### src/rtl/pipeline_stage0_if.sv
// pipeline_stage0_if: fetch-stage bus/pipe bundle; BubbleCount exists only with STAGE0_BUBBLE_COUNT_EN
interface pipeline_stage0_if;
    logic [7:0]  BusData;
    logic        BusRequest;
    logic        FetchSuppress;
    logic        PCLoad;
    logic [7:0]  PipeOut;
    logic [15:0] ImmOut;
    logic        ImmValid;
    logic        PCInc;
    logic        FetchEn;
`ifdef STAGE0_BUBBLE_COUNT_EN
    logic [15:0] BubbleCount;
    modport master (
        output BusData, BusRequest, FetchSuppress, PCLoad,
        input  PipeOut, ImmOut, ImmValid, PCInc, FetchEn, BubbleCount
    );
    modport slave (
        input  BusData, BusRequest, FetchSuppress, PCLoad,
        output PipeOut, ImmOut, ImmValid, PCInc, FetchEn, BubbleCount
    );
`else
    modport master (
        output BusData, BusRequest, FetchSuppress, PCLoad,
        input  PipeOut, ImmOut, ImmValid, PCInc, FetchEn
    );
    modport slave (
        input  BusData, BusRequest, FetchSuppress, PCLoad,
        output PipeOut, ImmOut, ImmValid, PCInc, FetchEn
    );
`endif
endinterface

### src/rtl/pipeline_stage0.sv
// pipeline_stage0: instruction fetch; registers opcodes onto the pipe, inserts NOP bubbles,
// collects immediate bytes onto ImmOut. Optional STAGE0_BUBBLE_COUNT_EN adds a saturating
// count of stall/flush bubbles.
module pipeline_stage0 (
    input  logic              ClockIn,
    input  logic              ResetIn_n,
    pipeline_stage0_if.slave  bus
);
    typedef enum logic [1:0] {OP, IMM1, IMMLO, IMMHI} state_t;

    state_t      state, state_nxt;
    logic [7:0]  pipe_q, pipe_nxt;
    logic [15:0] imm_q, imm_nxt;
    logic        imm_valid_q, imm_valid_nxt;
    logic [7:0]  imm_lo, imm_lo_nxt;
    logic        stall;

    assign stall        = bus.BusRequest | bus.FetchSuppress;
    assign bus.PCInc    = !bus.PCLoad && !stall;
    assign bus.FetchEn  = !bus.BusRequest;
    assign bus.PipeOut  = pipe_q;
    assign bus.ImmOut   = imm_q;
    assign bus.ImmValid = imm_valid_q;

    // next state and registered outputs: flush beats stall beats normal fetch
    always_comb begin
        state_nxt     = state;
        pipe_nxt      = 8'h00;
        imm_nxt       = imm_q;
        imm_valid_nxt = 1'b0;
        imm_lo_nxt    = imm_lo;
        if (bus.PCLoad) begin
            state_nxt  = OP;
            imm_lo_nxt = 8'h00;
        end else if (!stall) begin
            case (state)
                OP: begin
                    pipe_nxt  = bus.BusData;
                    state_nxt = bus.BusData[7] ? (bus.BusData[6] ? IMMLO : IMM1) : OP;
                end
                IMM1: begin
                    imm_nxt       = {8'h00, bus.BusData};
                    imm_valid_nxt = 1'b1;
                    state_nxt     = OP;
                end
                IMMLO: begin
                    imm_lo_nxt = bus.BusData;
                    state_nxt  = IMMHI;
                end
                IMMHI: begin
                    imm_nxt       = {bus.BusData, imm_lo};
                    imm_valid_nxt = 1'b1;
                    state_nxt     = OP;
                end
                default: state_nxt = OP;
            endcase
        end
    end

    // state and output registers
    always_ff @(posedge ClockIn or negedge ResetIn_n) begin
        if (!ResetIn_n) begin
            state       <= OP;
            pipe_q      <= 8'h00;
            imm_q       <= 16'h0000;
            imm_valid_q <= 1'b0;
            imm_lo      <= 8'h00;
        end else begin
            state       <= state_nxt;
            pipe_q      <= pipe_nxt;
            imm_q       <= imm_nxt;
            imm_valid_q <= imm_valid_nxt;
            imm_lo      <= imm_lo_nxt;
        end
    end

`ifdef STAGE0_BUBBLE_COUNT_EN
    logic [15:0] bubble_cnt;

    assign bus.BubbleCount = bubble_cnt;

    // saturating count of bubbles caused by stall or flush; immediate slots are not counted
    always_ff @(posedge ClockIn or negedge ResetIn_n) begin
        if (!ResetIn_n)
            bubble_cnt <= 16'h0000;
        else if ((bus.PCLoad || stall) && bubble_cnt != 16'hFFFF)
            bubble_cnt <= bubble_cnt + 16'h0001;
    end
`else
`endif
endmodule

### src/flat_wrapper.sv
// flat-port wrapper written by rule: the top's interface ports become plain ports
module pipeline_stage0_flat 
  (ClockIn, ResetIn_n, bus_BusData, bus_BusRequest, bus_FetchSuppress, bus_PCLoad, bus_PipeOut, bus_ImmOut, bus_ImmValid, bus_PCInc, bus_FetchEn);
  pipeline_stage0_if bus_i ();
  input  logic ClockIn;
  input  logic ResetIn_n;
  input wire logic [$bits(bus_i.BusData)-1:0] bus_BusData;
  input wire logic [$bits(bus_i.BusRequest)-1:0] bus_BusRequest;
  input wire logic [$bits(bus_i.FetchSuppress)-1:0] bus_FetchSuppress;
  input wire logic [$bits(bus_i.PCLoad)-1:0] bus_PCLoad;
  output wire logic [$bits(bus_i.PipeOut)-1:0] bus_PipeOut;
  output wire logic [$bits(bus_i.ImmOut)-1:0] bus_ImmOut;
  output wire logic [$bits(bus_i.ImmValid)-1:0] bus_ImmValid;
  output wire logic [$bits(bus_i.PCInc)-1:0] bus_PCInc;
  output wire logic [$bits(bus_i.FetchEn)-1:0] bus_FetchEn;
  assign bus_i.BusData = bus_BusData;
  assign bus_i.BusRequest = bus_BusRequest;
  assign bus_i.FetchSuppress = bus_FetchSuppress;
  assign bus_i.PCLoad = bus_PCLoad;
  assign bus_PipeOut = bus_i.PipeOut;
  assign bus_ImmOut = bus_i.ImmOut;
  assign bus_ImmValid = bus_i.ImmValid;
  assign bus_PCInc = bus_i.PCInc;
  assign bus_FetchEn = bus_i.FetchEn;
  pipeline_stage0 u_core (.ClockIn(ClockIn), .ResetIn_n(ResetIn_n), .bus(bus_i));
endmodule
### config.mk
export PLATFORM = sky130hd
export DESIGN_NAME = pipeline_stage0_flat
export DESIGN_NICKNAME = d
export VERILOG_FILES = /design/src/rtl/pipeline_stage0_if.sv /design/src/rtl/pipeline_stage0.sv /design/src/flat_wrapper.sv
export SDC_FILE = /design/constraint.sdc
export NUM_CORES = 1
export LEC_CHECK = 0
export CORE_UTILIZATION = 29
export CTS_CLUSTER_SIZE = 30
export DETAILED_ROUTE_END_ITERATION = 7
export GPL_ROUTABILITY_DRIVEN = 0
export PLACE_DENSITY = 0.61
export SYNTH_ARGS = -nofsm -noshare
export SYNTH_HDL_FRONTEND = slang
export SYNTH_SLANG_ARGS = --single-unit
### constraint.sdc
create_clock -name ClockIn -period 2.3 [get_ports ClockIn]
set_input_delay 0.46 -clock ClockIn [delete_from_list [all_inputs] [get_ports ClockIn]]
set_output_delay 0.46 -clock ClockIn [all_outputs]
set_load 0.03 [all_outputs]
After elaboration in Yosys (flattened, before gate mapping). Cells that the tools add are included.

Flip-flop bits (word level): 35. Latch bits: 0. Bits in writable memories: 0. Bits in read-only memories: 0. Output and inout port bits: 27. Logic and storage cells: 37. Memories kept: 0.

Add/sub/neg operators: 0. Multiply operators: 0. Divide/modulo/power cells: 0. Magnitude comparators: 0. Equality and inequality tests: 4. Shift-type cells: 0. Multiplexer cells: 15. Bitwise gates (word level): 3. Reductions and logical operators: 10.

Operators by type and width (count): $mux W8 (6); $pmux W16 S2 (1); $mux W2 (4); $pmux W2 S3 (1); $eq A2 B2 Y1 const B (2); $reduce_bool A2 Y1 (2); $logic_not A1 Y1 (3); $mux W1 (3); $reduce_and A3 Y1 (1); $eq A2 B1 Y1 const B (1); $logic_not A2 Y1 (1); $ne A2 B2 Y1 const B (1); $not A1 Y1 (2); $reduce_and A2 Y1 (1); $reduce_or A2 Y1 (1); $logic_and A1 B1 Y1 (1); $or A1 B1 Y1 (1).

Depth between registers and ports, before layout. Gate-level depths: netlist (run 1).

Depth after elaboration: 5. Mapped depth: 7. Depth with buffers taken out: 6.

Worst setup path after synthesis (run 1). No wires, ideal clock.

Kind: in2reg. Start: in bus_FetchSuppress. End: reg u_core.imm_q[7], in the netlist u_core.bus.ImmOut[7]. Library setup time: 0.073 ns. Arrival: 1.434 ns. Data required time: 2.227 ns. Path slack: 0.793 ns. Stages: 7. Buffers on the path: 1. Cell sequence: or3_4 -> clkinv_2 -> nand2_4 -> clkinv_4 -> buf_6 -> nor2_1 -> a21oi_2.

Cells in the longest elaborated chain, start to end: 3.

Ends and longest elaborated chain: start, declared (RTL line flat_wrapper.sv:9) `input wire logic [$bits(bus_i.FetchSuppress)-1:0] bus_FetchSuppress;`; $or A1 B1 Y1 (RTL line pipeline_stage0.sv:18) `assign stall = bus.BusRequest | bus.FetchSuppress;`; $not A1 Y1 (no source line); $reduce_and A3 Y1 (no source line); end signal, assigned (RTL line pipeline_stage0.sv:71) `imm_q <= imm_nxt;`; end, declared (RTL line pipeline_stage0.sv:13) `logic [15:0] imm_q, imm_nxt;`.

Every way passes these cells. A chain may end at the register's enable or synchronous reset.

Worst setup path after layout (run 1).
Start: in bus_BusRequest. End: out bus_FetchEn.

Cells in the longest elaborated chain, start to end: 1.

Ends and longest elaborated chain: start, declared (RTL line flat_wrapper.sv:8) `input wire logic [$bits(bus_i.BusRequest)-1:0] bus_BusRequest;`; $logic_not A1 Y1 (RTL line pipeline_stage0.sv:20) `assign bus.FetchEn = !bus.BusRequest;`; end, declared (RTL line flat_wrapper.sv:15) `output wire logic [$bits(bus_i.FetchEn)-1:0] bus_FetchEn;`.

Every way passes these cells.

==> impl_metrics.py, run 1 <==
metrics = {
    "placement": {
        "dp.cells": 194,
        "dp_hpwl_mm": 2.15,
        "postPlaceCellArea_um2": 1810,
        "io_buffer_count": 39,
    },
    "outcome": {
        "status": "complete, but fails checks",
        "violations": "DRC",
    },
    "die": {
        "chipHeight_um": 70.6,
        "start_util_pct": 30.7,
        "rows": 24,
        "ioPinCount": 40,
        "coreArea_um2": 4440,
        "die_area_um2": 4990,
        "die_w_um": 70.6,
    },
    "clock_network": {
        "cts_buffer_depth": 2,
        "cts-hold-fix-buffers": 0,
        "cts_htree_levels": 2,
        "cts_tree": "built",
        "numCtsBuffers": 5,
        "clk_pin_slew_ps": 60,
        "clkLatencyLatePin_ps": 280,
        "root_buffer": "clkbuf_8",
        "post_cts_resize_count": 0,
        "clock_sinks": 35,
        "post_cts_buffers": 0,
    },
    "logic_synthesis": {
        "syn_area_per_cell_um2": 13.0,
        "syn_inst": 105,
        "ys_ff_latch": 35,
        "ys_types": 25,
        "ys_seq_area_share_pct": 64.1,
        "netlist_area_um2": 1370,
        "yosys.area.top_type_share_pct": 64.1,
        "synth_fp_nets": 118,
        "yosysTopAreaCell": "dfrtp_1",
        "synth.area.top_cells": "dfrtp_1 64%, a22o_1 10%, mux2i_1 5.9%, and2_1 3.7%, a21oi_1 2.9%",
        "ys_warn_count": 0,
    },
    "drt": {
        "routed_wl_mm": 3.05,
        "vias": 1003,
        "wl_per_cell_um": 15.2,
        "dr.pass1.iters": 6,
        "drt_iter0_drc": 78,
        "drc": 9,
        "antenna_left": 0,
        "viasPerCell": 4.99,
    },
    "grt": {
        "grtUsageMet1_pct": 16.2,
        "grt-ovfl-total": 0,
        "top_usage_layer": "met2",
        "grt_max_degree": 36,
        "grt_use_met2_pct": 22.7,
        "grt_pass1_wl_mm": 5.03,
        "met3_usage_pct": 2.85,
        "grt_usage_pct": 13.4,
        "grt_pass1_vias": 1021,
        "antenna_found_initial": 0,
    },
    "sta": {
        "fin_worst_skew_ps": 4.88,
        "period_needed_ps": 2100,
        "slew_headroom_pct": 68.4,
        "rsz0062_at_grt": "no",
        "period_share_pct": 91.3,
        "setup_viol": 0,
        "clock.fmax_ghz": 0.476,
        "tns_ps": 0,
        "maxSlewViolCount": 0,
        "tightestPinTransition_ps": 473,
        "hold_viol": 0,
    },
    "worst_setup_path": {
        "cp_slowest_cell": "clkdlybuf4s50_1",
        "critPathArrivalTime_ps": 1640,
        "path_cells": "clkdlybuf4s50_1, inv_1, clkdlybuf4s50_1",
        "r2r-start": "u_core.state[0]",
        "slowest_delay_ps": 660,
        "critical_path_required_ps": 1840,
        "end_kind": "output pin",
        "critPathMostFrequentCell": "clkdlybuf4s50_1",
        "crit_type": "input port to output pin",
        "cp-start-kind": "input port",
        "critPathLaunch": "bus_BusRequest",
        "crit_fanout": 4,
    },
    "layout": {
        "seqCellArea_um2": 876,
        "final_cells": 201,
        "multiInputGateArea_um2": 440,
        "fin_area_um2": 1890,
        "nets": 162,
        "insertedDiodeCount": 0,
        "fill_cells": 432,
        "area_delta_synth_final_pct": 38.6,
        "layout_common_cells": "38 x clkdlybuf4s50_1, 35 x dfrtp_1, 16 x a22o_1",
        "drive_above_1_share_pct": 11.4,
        "layout_commonest_cell": "clkdlybuf4s50_1",
    },
    "power": {
        "power_switching_w": 0.000384,
        "swShare_pct": 27.6,
        "p_int_w": 0.00101,
        "p_clk_share_pct": 31.7,
        "finalPower_w": 0.00139,
        "seq_power_share_pct": 48.9,
        "p_leak_nw": 0.921,
        "combPwrFrac_pct": 19.5,
        "ir_worst_vdd_mv": 0.205,
        "p_per_area_nw_per_um2": 735,
    },
    "hold_path": {
        "hp-start": "u_core.bus.ImmOut[13]",
        "hp-class": "flop to flop",
    },
    "job": {
        "cap_violations": 0,
    },
}
[kinds of logic (layout without fill, tap and decap cells)]
logic type | Yosys count | in the layout | synth area share [%]
buffers and inverters | 8 | 52 | 3.66
DFF | 35 | 35 | 64.1
AOI/OAI and AO/OA | 30 | 30 | 16.2
muxes | 8 | 8 | 5.86
and+or+nand+nor | 24 | 24 | 10.2
[routing by layer]
layer,vias to the layer above,routed length (um)
met1,511,1330
met3,4,158
met4,0,51
li1,457,-
met5,-,0
met2,31,1500
[power by group through the flow]
stage / sequential [W] / clock, W / combinational [W]
global placement: 0.000690 / 0 / 0.000270
finish: 0.000680 / 0.000441 / 0.000271
detailed placement: 0.000692 / 0 / 0.000274
global route: 0.000685 / 0.000478 / 0.000289
floorplan: 0.000768 / 0 / 0.0000566
CTS: 0.000681 / 0.000448 / 0.000275
[worst max-delay path: cells and delay by family]
kind                   cells  cell delay [ps]
buffers and inverters      3             1180
[final cells by class]
type / count / area share, %
Sequential cell: 35 / 46.3
Multi-Input combinational cell: 62 / 23.3
Timing Repair Buffer: 41 / 21.3
Clock buffer: 6 / 4.36
Tap cell: 52 / 3.44
Inverter: 4 / 1.12
Clock inverter: 1 / 0.264
[metrics by stage]
step	setup WS (ps)	hold slack, ps	utilization [%]
final	200	506	42.6
after global routing	171	515	42.6
after CTS	191	510	42.6
after detailed placement	201	493	40.6
after global placement	210	490	40.6
after floorplan	793	164	-
[Yosys cell counts]
library cell	instances
a211oi_1	1
a21oi_1	8
a21oi_2	1
a22o_1	16
a31oi_1	2
and2_1	8
and3_1	1
buf_2	1
buf_4	1
buf_6	1
clkbuf_2	1
clkinv_2	1
clkinv_4	1
dfrtp_1	35
inv_1	2
mux2i_1	8
nand2_1	1
nand2_4	1
nor2_1	9
nor2_2	1
nor2b_1	1
nor3_2	1
o211ai_1	1
o21ai_0	1
or3_4	1
[final timing paths]
path | to | slack (ps) | depth (start not counted)
max | bus_FetchEn | 200 | 3
min | u_core.bus.ImmOut[13] | 510 | 1
max reg2reg | u_core.bus.ImmOut[12] | 780 | 3
min reg2reg | u_core.bus.ImmOut[13] | 510 | 1
max in group asynchronous | u_core.imm_lo[5] | 1390 | 2
min in group asynchronous | u_core.bus.ImmOut[0] | 590 | 2
[registers in the layout, summed over array words and instances (netlist names)]
name / flops
u_core.bus.ImmValid: 1
u_core.bus.ImmOut: 16
u_core.imm_lo: 8
u_core.bus.PipeOut: 8
u_core.state: 2
No activity file was read; power rests on OpenSTA's default activity.
==> inputs of run 2 (changes only) <==
RECOVER_POWER = 100   (was unset)
==> impl_metrics.py, run 2 (synthesized netlist as in run 1, its figures left out) <==
metrics = {
    "sta": {
        "rsz0062_at_grt": "no",
        "clock.fmax_ghz": 0.462,
        "period_share_pct": 94.2,
        "hold_viol": 0,
        "fin_hold_ws_ps": 499,
        "tns_ps": 0,
        "fin_worst_skew_ps": 4.37,
        "maxSlewViolCount": 0,
        "tightestPinTransition_ps": 861,
        "period_needed_ps": 2170,
        "setup_viol": 0,
        "slew_headroom_pct": 42.6,
    },
    "clock_network": {
        "cts_htree_levels": 2,
        "numCtsBuffers": 5,
        "cts_tree": "built",
        "cts_buffer_depth": 2,
        "cts-hold-fix-buffers": 0,
        "post_cts_buffers": 0,
        "clock_sinks": 35,
        "clk_pin_slew_ps": 60,
        "clkLatencyLatePin_ps": 280,
        "post_cts_resize_count": 0,
        "root_buffer": "clkbuf_8",
    },
    "die": {
        "chipHeight_um": 70.6,
        "start_util_pct": 30.7,
        "rows": 24,
        "die_w_um": 70.6,
        "coreArea_um2": 4440,
        "die_area_um2": 4990,
        "ioPinCount": 40,
    },
    "grt": {
        "grt_usage_pct": 13.4,
        "grt-ovfl-total": 0,
        "grt_pass1_vias": 1021,
        "grt_pass1_wl_mm": 5.03,
        "grt_max_degree": 36,
        "antenna_found_initial": 0,
    },
    "hold_path": {
        "hp-start": "u_core.bus.ImmOut[13]",
        "hp-class": "flop to flop",
        "whs_path_depth": 1,
        "hold_end": "u_core.bus.ImmOut[13]",
    },
    "power": {
        "ir_worst_vdd_mv": 0.204,
        "p_leak_nw": 0.976,
        "p_per_area_nw_per_um2": 730,
    },
    "drt": {
        "dr.pass1.iters": 6,
        "viasPerCell": 4.99,
        "drt_iter0_drc": 79,
        "routed_wl_mm": 3.03,
        "antenna_left": 0,
        "wl_per_cell_um": 15.0,
        "vias": 1002,
        "drc": 9,
    },
    "layout": {
        "area_delta_synth_final_pct": 37.5,
        "nets": 162,
        "post-route-util_pct": 42.3,
        "layout_commonest_cell": "dfrtp_1",
        "drive_above_1_share_pct": 10.1,
        "insertedDiodeCount": 0,
        "layout_common_cells": "35 x dfrtp_1, 28 x dlygate4sd3_1, 16 x a22o_1",
        "largest_reg_flops": 16,
    },
    "outcome": {
        "violations": "DRC",
        "status": "complete, but fails checks",
    },
    "worst_setup_path": {
        "end_kind": "output pin",
        "critical_path_required_ps": 1840,
        "crit_fanout": 4,
        "rr_endpoint": "u_core.bus.ImmOut[7]",
        "r2r-start": "u_core.state[0]",
        "crit_type": "input port to output pin",
        "reg2reg_slack_ps": 780,
        "reg2reg_depth": 4,
        "critPathArrivalTime_ps": 1710,
        "cp-start-kind": "input port",
    },
    "job": {
        "cap_violations": 0,
    },
    "placement": {
        "io_buffer_count": 39,
        "dp_hpwl_mm": 2.15,
    },
}
run 2: cell types whose count changed in the layout (fill, tap and decap cells not counted), moves of 2 or more:
cell and change:
clkbuf_2 +2, clkdlybuf4s50_1 -28, dlygate4sd3_1 +28, and2_0 +7
and2_1 -7, buf_4 -2
run 2: worst max-delay path by stage:
stage                            from              endpoint  slack [ps]  depth (start not counted)
finish                 bus_BusRequest           bus_FetchEn         130                          3
global route           bus_BusRequest           bus_FetchEn         100                          3
CTS                    bus_BusRequest           bus_FetchEn         190                          3
detailed placement     bus_BusRequest           bus_FetchEn         200                          3
global placement       bus_BusRequest           bus_FetchEn         210                          3
floorplan           bus_FetchSuppress  u_core.bus.ImmOut[7]         790                          7
run 2: cell type report:
cell class                      count  area (um2)
Clock buffer                        6        82.6
Fill cell                         434        2570
Multi-Input combinational cell     62         435
Tap cell                           52        65.1
Sequential cell                    35         876
Timing Repair Buffer               41         398
Clock inverter                      1        5.00
Inverter                            4        16.3
run 2: layer usage:
metal	wire length, um	global-route usage [%]	up-vias
li1	-	-	456
met1	1310	16.2	511
met2	1510	22.7	30
met3	143	2.85	5
met4	57	6.67	0
met5	0	0	-
run 2: worst max-delay path, stage by stage:
cell             delay (ps)
clkdlybuf4s50_1         450
inv_1                    70
dlygate4sd3_1           730
run 2: metrics by stage:
step | instances | setup slack [ps] | cell area (um2) | total power (W)
5_1_grt | 201 | 104 | 1880 | 0.00143
2_1_floorplan | 105 | 793 | 1370 | 0.000824
3_5_place_dp | 194 | 201 | 1810 | 0.000966
3_3_place_gp | 194 | 210 | 1810 | 0.000959
4_1_cts | 201 | 191 | 1890 | 0.00140
6_report | 201 | 134 | 1880 | 0.00137
run 2: where the power goes:
group / internal [W] / total (W) / switching [W]
Sequential: 0.000657 / 0.000678 / 0.0000209
Combinational: 0.0000986 / 0.000253 / 0.000155
Clock: 0.000235 / 0.000440 / 0.000205
